[src/rtl/fifo_drain_arbiter_if.sv]
// rtl/fifo_drain_arbiter_if.sv - channel FIFO read ports and tagged output stream of the drain arbiter
interface fifo_drain_arbiter_if #(
  parameter int CH_BITS   = 2,
  parameter int DATA_SIZE = 8
);
  localparam int NUM_CH = 1 << CH_BITS;

  logic [NUM_CH-1:0]           ch_enable;
  logic [NUM_CH-1:0]           ch_empty;
  logic [NUM_CH*DATA_SIZE-1:0] ch_data;
  logic [NUM_CH-1:0]           ch_inc;
  logic [DATA_SIZE-1:0]        out_data;
  logic [CH_BITS-1:0]          out_ch;
  logic                        out_sop;
  logic                        out_valid;
  logic                        out_ready;
  logic                        busy;

  modport slave (
    input  ch_enable, ch_empty, ch_data, out_ready,
    output ch_inc, out_data, out_ch, out_sop, out_valid, busy
  );

  modport master (
    output ch_enable, ch_empty, ch_data, out_ready,
    input  ch_inc, out_data, out_ch, out_sop, out_valid, busy
  );
endinterface

[src/rtl/fifo_drain_arbiter.sv]
// rtl/fifo_drain_arbiter.sv - round-robin burst drain of per-channel show-ahead FIFOs into one stream
module fifo_drain_arbiter #(
  parameter int CH_BITS   = 2,
  parameter int DATA_SIZE = 8,
  parameter int BURST     = 4
) (
  input  logic                 clk,
  input  logic                 rst_n,
  fifo_drain_arbiter_if.slave  bus
);
  localparam int NUM_CH = 1 << CH_BITS;
  localparam int CNT_W  = $clog2(BURST + 1);

  typedef enum logic [1:0] {ST_STARTUP, ST_IDLE, ST_XFER} state_e;

  state_e               state_q, state_d;
  logic                 startup_q, startup_d;
  logic [CH_BITS-1:0]   rr_ptr_q, rr_ptr_d;
  logic [CH_BITS-1:0]   gnt_q, gnt_d;
  logic [CNT_W-1:0]     count_q, count_d;
  logic [DATA_SIZE-1:0] out_data_q, out_data_d;
  logic [CH_BITS-1:0]   out_ch_q, out_ch_d;
  logic                 out_sop_q, out_sop_d;
  logic                 out_valid_q, out_valid_d;

  logic                 hit;
  logic [CH_BITS-1:0]   hit_ch;
  logic                 pop;
  logic [DATA_SIZE-1:0] head;

  assign head = bus.ch_data[int'(gnt_q)*DATA_SIZE +: DATA_SIZE];

  // Walk offsets from the far end so the closest eligible channel to rr_ptr wins.
  always_comb begin
    hit    = 1'b0;
    hit_ch = rr_ptr_q;
    for (int k = NUM_CH - 1; k >= 0; k--) begin
      if (bus.ch_enable[rr_ptr_q + CH_BITS'(k)] && !bus.ch_empty[rr_ptr_q + CH_BITS'(k)]) begin
        hit    = 1'b1;
        hit_ch = rr_ptr_q + CH_BITS'(k);
      end
    end
  end

  always_comb begin
    state_d     = state_q;
    startup_d   = startup_q;
    rr_ptr_d    = rr_ptr_q;
    gnt_d       = gnt_q;
    count_d     = count_q;
    out_data_d  = out_data_q;
    out_ch_d    = out_ch_q;
    out_sop_d   = out_sop_q;
    out_valid_d = out_valid_q;
    pop         = 1'b0;

    if (out_valid_q && bus.out_ready) begin
      out_valid_d = 1'b0;
    end

    case (state_q)
      ST_STARTUP: begin
        startup_d = !startup_q;
        if (startup_q) begin
          state_d = ST_IDLE;
        end
      end
      ST_IDLE: begin
        if (hit) begin
          gnt_d   = hit_ch;
          count_d = '0;
          state_d = ST_XFER;
        end
      end
      ST_XFER: begin
        if (!bus.ch_enable[gnt_q] || bus.ch_empty[gnt_q]) begin
          state_d  = ST_IDLE;
          rr_ptr_d = gnt_q + CH_BITS'(1);
        end else if (!out_valid_q || bus.out_ready) begin
          pop         = 1'b1;
          out_data_d  = head;
          out_ch_d    = gnt_q;
          out_sop_d   = (count_q == '0);
          out_valid_d = 1'b1;
          count_d     = count_q + CNT_W'(1);
          if (count_q == CNT_W'(BURST - 1)) begin
            state_d  = ST_IDLE;
            rr_ptr_d = gnt_q + CH_BITS'(1);
          end
        end
      end
      default: state_d = ST_STARTUP;
    endcase
  end

  // Pop strobe is gated by rst_n so a reset cycle never consumes a FIFO word.
  always_comb begin
    bus.ch_inc = '0;
    if (pop && rst_n) begin
      bus.ch_inc = NUM_CH'(1) << gnt_q;
    end
  end

  always_ff @(posedge clk) begin
    if (!rst_n) begin
      state_q     <= ST_STARTUP;
      startup_q   <= 1'b0;
      rr_ptr_q    <= '0;
      gnt_q       <= '0;
      count_q     <= '0;
      out_data_q  <= '0;
      out_ch_q    <= '0;
      out_sop_q   <= 1'b0;
      out_valid_q <= 1'b0;
    end else begin
      state_q     <= state_d;
      startup_q   <= startup_d;
      rr_ptr_q    <= rr_ptr_d;
      gnt_q       <= gnt_d;
      count_q     <= count_d;
      out_data_q  <= out_data_d;
      out_ch_q    <= out_ch_d;
      out_sop_q   <= out_sop_d;
      out_valid_q <= out_valid_d;
    end
  end

  assign bus.out_data  = out_data_q;
  assign bus.out_ch    = out_ch_q;
  assign bus.out_sop   = out_sop_q;
  assign bus.out_valid = out_valid_q;
  assign bus.busy      = (state_q == ST_XFER);
endmodule

[src/flat_wrapper.sv]
// flat-port wrapper written by rule: the top's interface ports become plain ports
module fifo_drain_arbiter_flat 
#(
  parameter int CH_BITS   = 2,
  parameter int DATA_SIZE = 8,
  parameter int BURST     = 4
)
  (clk, rst_n, bus_ch_enable, bus_ch_empty, bus_ch_data, bus_out_ready, bus_ch_inc, bus_out_data, bus_out_ch, bus_out_sop, bus_out_valid, bus_busy);
  fifo_drain_arbiter_if #(.CH_BITS(CH_BITS), .DATA_SIZE(DATA_SIZE)) bus_i ();
  input  logic clk;
  input  logic rst_n;
  input wire logic [$bits(bus_i.ch_enable)-1:0] bus_ch_enable;
  input wire logic [$bits(bus_i.ch_empty)-1:0] bus_ch_empty;
  input wire logic [$bits(bus_i.ch_data)-1:0] bus_ch_data;
  input wire logic [$bits(bus_i.out_ready)-1:0] bus_out_ready;
  output wire logic [$bits(bus_i.ch_inc)-1:0] bus_ch_inc;
  output wire logic [$bits(bus_i.out_data)-1:0] bus_out_data;
  output wire logic [$bits(bus_i.out_ch)-1:0] bus_out_ch;
  output wire logic [$bits(bus_i.out_sop)-1:0] bus_out_sop;
  output wire logic [$bits(bus_i.out_valid)-1:0] bus_out_valid;
  output wire logic [$bits(bus_i.busy)-1:0] bus_busy;
  assign bus_i.ch_enable = bus_ch_enable;
  assign bus_i.ch_empty = bus_ch_empty;
  assign bus_i.ch_data = bus_ch_data;
  assign bus_i.out_ready = bus_out_ready;
  assign bus_ch_inc = bus_i.ch_inc;
  assign bus_out_data = bus_i.out_data;
  assign bus_out_ch = bus_i.out_ch;
  assign bus_out_sop = bus_i.out_sop;
  assign bus_out_valid = bus_i.out_valid;
  assign bus_busy = bus_i.busy;
  fifo_drain_arbiter #(.CH_BITS(CH_BITS), .DATA_SIZE(DATA_SIZE), .BURST(BURST)) u_core (.clk(clk), .rst_n(rst_n), .bus(bus_i));
endmodule
[config.mk]
export PLATFORM = sky130hd
export DESIGN_NAME = fifo_drain_arbiter_flat
export DESIGN_NICKNAME = d
export VERILOG_FILES = /design/src/rtl/fifo_drain_arbiter_if.sv /design/src/rtl/fifo_drain_arbiter.sv /design/src/flat_wrapper.sv
export SDC_FILE = /design/constraint.sdc
export NUM_CORES = 1
export LEC_CHECK = 0
export CAP_MARGIN = 0
export CORE_ASPECT_RATIO = 1.75
export CORE_MARGIN = 3
export CORE_UTILIZATION = 44
export DETAILED_ROUTE_END_ITERATION = 6
export PLACE_DENSITY = 0.8
export SLEW_MARGIN = 20
export SYNTH_ARGS = -nofsm -noshare
export SYNTH_HDL_FRONTEND = slang
export SYNTH_SLANG_ARGS = --single-unit
[constraint.sdc]
create_clock -name clk -period 2.4 [get_ports clk]
set_input_delay 0.48 -clock clk [delete_from_list [all_inputs] [get_ports clk]]
set_output_delay 0.48 -clock clk [all_outputs]
set_load 0.03 [all_outputs]
# After elaboration in Yosys (flattened, before gate mapping)
# Cells that the tools add are included.
[op_classes] n_reduce_logical=25 mux=49 shifts=2 n_eq_ne=9 bitwise=1 n_addsub=5 order_cmp=5
[ops] op="indexed part select 32 x 6 -> 8 bit" count=1
[ops] op="two-way mux 2 bit" count=12
[ops] op="two-way mux 1 bit" count=21
[ops] op="binary-select mux 1 bit (select 2 bit)" count=10
[ops] op="less-than comparator 2 x 3 -> 1 bit (second input constant)" count=5
[ops] op="two-way mux 3 bit" count=3
[ops] op="AND reduction 4 bit" count=2
[ops] op="logical NOT 1 bit" count=7
[ops] op="logical AND 1 bit" count=6
[ops] op="inequality test 2 x 1 -> 1 bit (second input constant)" count=3
[ops] op="inequality test 3 x 1 -> 1 bit (second input constant)" count=2
[ops] op="one-hot mux 2 bit (3 select lines)" count=1
[ops] op="one-hot mux 3 bit (2 select lines)" count=1
[ops] op="AND reduction 3 bit" count=2
[ops] op="nonzero test 2 bit" count=3
[ops] op="adder 2 x 1 -> 2 bit (second input constant)" count=2
[ops] op="adder 2 bit (second input constant)" count=2
[ops] op="two-way mux 4 bit" count=1
[ops] op="<< shifter 1 x 2 -> 4 bit (first input constant)" count=1
[ops] op="adder 3 x 1 -> 3 bit (second input constant)" count=1
[ops] op="== test 3 x 2 -> 1 bit (second input constant)" count=1
[ops] op="logical NOT 3 bit" count=1
[ops] op="== test 2 x 1 -> 1 bit (second input constant)" count=1
[ops] op="== test 2 bit (second input constant)" count=1
[ops] op="5 further kinds" count=6
[totals] in_bits=43 out_inout_bits=17 ff_bits=22 elab_cells=105

# Depth between registers and ports, before layout
[logic_depth] ltp_word=11 mapped_depth=6 depth_no_buf=5

# Worst setup path after synthesis
# Ideal clock, no wire load.
[synth_path] path_type="input-to-output" startpoint="input bus_ch_empty[0]" endpoint="output bus_ch_inc[3]" t_arrival_ps=1765 n_path_buf=0 stages=4 path_slack_ps=155 cell_sequence="nand2b_2 mux4_2 nor2_8 and3_1"
[synth_between] elab_chain_cells=7
[synth_lines] element="start: declaration" line_no="flat_wrapper.sv:13" rtl="input wire logic [$bits(bus_i.ch_empty)-1:0] bus_ch_empty;"
[synth_lines] element="binary-select mux 1 bit (select 2 bit)" line_no="fifo_drain_arbiter.sv:76" rtl="if (!bus.ch_enable[gnt_q] || bus.ch_empty[gnt_q]) begin"
[synth_lines] element="two-way mux 1 bit (implied by the code)" line_no="fifo_drain_arbiter.sv:76"
[synth_lines] element="logical OR 1 bit" line_no="fifo_drain_arbiter.sv:76"
[synth_lines] element="two-way mux 1 bit" line_no="fifo_drain_arbiter.sv:76"
[synth_lines] element="two-way mux 1 bit" line_no="fifo_drain_arbiter.sv:61" rtl="case (state_q)"
[synth_lines] element="logical AND 1 bit" line_no="fifo_drain_arbiter.sv:99" rtl="if (pop && rst_n) begin"
[synth_lines] element="two-way mux 4 bit" line_no="fifo_drain_arbiter.sv:99"
[synth_lines] element="end: declaration" line_no="flat_wrapper.sv:16" rtl="output wire logic [$bits(bus_i.ch_inc)-1:0] bus_ch_inc;"
# Every way passes these cells. The select of a mux whose other input is x is not followed.

# Worst setup path in the final report
[layout_path] startpoint="input bus_ch_empty[0]" endpoint="output bus_ch_inc[0]"
# Same word-level chain as after synthesis.

==> metrics.yaml <==
dp_cells: 271
wire_per_inst_um: 16.8
outcome: "complete, no violations"
hold_viol_final: 0
r2r_cells: 5
setup_viol: 0
final.min_clock_period_ns: 2.34
synth_cell_types: 48
most-common-layout-cells: "clkdlybuf4s50_1, buf_4, dfxtp_1"
rows: 28
synth_seq_cells: 22
cts_made_buffers: 3
die_area_mm2: 0.00444
drt-total-wl_mm: 4.65
ant_nets: 0
clkLatencyLatePin_ns: 0.26
diodes: 0
die_y_um: 85.9
antenna_found_initial: 0
clock.fmax_ghz: 0.428
via_per_inst: 5.64
clock_path_buffers: 2
first_iter_violations: 41
drc: 0
cellPowerDensity_mw_per_mm2: 461
io_pins: 60
path_class: "in -> out"
p_leak_uw: 0.000964
cts-root-buf: "clkbuf_8"
core-area_mm2: 0.00343
r2r-end: "u_core.count_q[1]$_SDFFE_PN0P_"
die_w_um: 51.7
grt_use_total_pct: 22.5
final_common_cell: "clkdlybuf4s50_1"
synth_fp_nets: 206
clk_pin_slew_ns: 0.08
dr.pass1.iters: 4
rsz0062_at_grt: "false"
period_share_pct: 97.4
crit_path_max_fanout: 6
hpwl_mm: 3.67
syn2layout_area_growth_pct: 49.9
yosysWarnings: 0
finalPower_uw: 1110
final_cells: 277
whs_endpoint: "u_core.bus.out_data[4]$_SDFFE_PN0P_"
async_reset_ff_share_pct: 0
netlist_instances: 156
max-vdd-ir-drop_mv: 0.426
synthFlopType: "dfxtp_1"
drv_slew: 0
grt_max_degree: 23
start_kind: "input pin"
num_vias: 1563
required_ns: 1.92
tightest_slew_ns: 0.541
reg2reg_slack_ns: 0.68
skew_ns: 0.00205
htree_levels: 1
hold_path_depth: 2
min_path_type: "reg -> reg"
gp_congestion: 1.01
clock-sinks: 22
synth_edf_count: 0
end_kind: "primary output"
max_slew_margin_pct: 63.5
drv_cap: 0
grt_pass1_vias: 1612
drive_above_1_share_pct: 25.0
r2r_start: "u_core.gnt_q[1]$_SDFFE_PN0P_"
cp.arrival_ns: 1.86
initial_core_util_pct: 46.8
grt_overflow: 0
grt_pass1_wl_mm: 7.68
syn_area_mm2: 0.00161
final_nets: 283
min_from: "u_core.bus.out_data[4]$_SDFFE_PN0P_"
ys_seq_area_share_pct: 27.4
syn_avg_cell_area_um2: 10.3
cts_tree: "yes"
io_buffer_count: 59
[area by class of cell]
class,count,area (um^2)
clock buffers,3,41.3
clock inverters,1,30.0
fillers,271,1020
inverters,6,22.5
multi-input cells,119,1060
flip-flops and latches,22,440
well taps,45,56.3
repair buffers,81,756
[synthesized netlist by cell type (2+ instances only)]
cell / instances / area [um^2]
a21boi_0: 3 / 22.5
a21oi_1: 6 / 30.0
and2_1: 2 / 12.5
and3_1: 2 / 12.5
and3_2: 3 / 22.5
clkbuf_8: 6 / 82.6
dfxtp_1: 22 / 440
ha_1: 7 / 87.6
inv_1: 5 / 18.8
mux2i_1: 3 / 30.0
mux4_1: 6 / 158
mux4_2: 4 / 90.1
nand2_1: 19 / 71.3
nand2b_1: 4 / 25.0
nand3_1: 3 / 15.0
nand4_1: 8 / 50.1
nor2b_1: 5 / 31.3
nor3_1: 2 / 10.0
o21ai_0: 6 / 30.0
o21ai_2: 10 / 87.6
o22ai_1: 2 / 12.5
or3_1: 2 / 12.5
[worst max path at each step]
| stage | startpoint | to | cells past startpoint |
|---|---|---|---|
| final | bus_ch_empty[0] | bus_ch_inc[0] | 6 |
| after CTS | bus_ch_empty[0] | bus_ch_inc[0] | 6 |
| after detailed placement | bus_ch_empty[3] | bus_ch_inc[0] | 6 |
| after floorplan | bus_ch_empty[0] | bus_ch_inc[3] | 4 |
| after global routing | bus_ch_empty[0] | bus_ch_inc[0] | 6 |
| after global placement | bus_ch_empty[3] | bus_ch_inc[1] | 6 |
[logic make-up (layout without fill, tap and decap cells)]
group / after synthesis / in the layout / synth area share (%)
compound gates: 41 / 41 / 19.4
buf+inv: 15 / 91 / 9.19
fa+ha+maj: 7 / 7 / 5.45
mux: 13 / 13 / 17.3
simple gates: 58 / 58 / 21.3
flops: 22 / 22 / 27.4
[per-stage QoR]
stage               area [um^2]  hold WS (ns)  setup WS (ns)  util, %  TNS, ns
floorplan                  1610         0.451          0.155        -        0
global placement           2270         0.449         -0.212     66.1   -0.828
detailed placement         2270         0.450         -0.246     66.1   -0.945
CTS                        2390         0.462         0.0408     69.6        0
global route               2410         0.477        0.00749     70.2        0
finish                     2410         0.459         0.0626     70.2        0
[layer usage]
layer	part of all wire [%]	vias up	wire length, um	GRT usage (%)
li1	-	755	-	-
met1	36	739	1650	23.4
met2	56	61	2600	43.3
met3	6.9	8	321	4.70
met4	1.5	0	70	6.44
met5	0	-	0	0
[power by group]
part	total [uW]	leakage [uW]	switching (uW)	internal, uW
logic	359	0.000750	172	187
clock network	343	0.0000357	121	223
registers	408	0.000178	20.4	387
[state kept, by name, indices dropped and copies added, names as in the netlist]
signal                cells
u_core.count_q            3
u_core.bus.out_data       8
u_core.bus.out_sop        1
u_core.gnt_q              2
u_core.state_q            2
u_core.rr_ptr_q           2
u_core.bus.out_ch         2
u_core.bus.out_valid      1
u_core.startup_q          1
[timing repair]
action | in CTS | in global routing
hold buffers | 0 | 0
pin swaps | 2 | 2
resized for setup | 19 | 5
gates cloned | 0 | 0
endpoints found under the setup margin | 4 | 4
setup buffers | 1 | 1
[critical path, stage by stage]
cell             delay [ns]
clkdlybuf4s15_1        0.18
nand2b_4               0.14
mux4_2                 0.54
nor2_8                 0.18
and3_4                 0.21
buf_6                  0.13
Power figures use the tool's default switching activity.
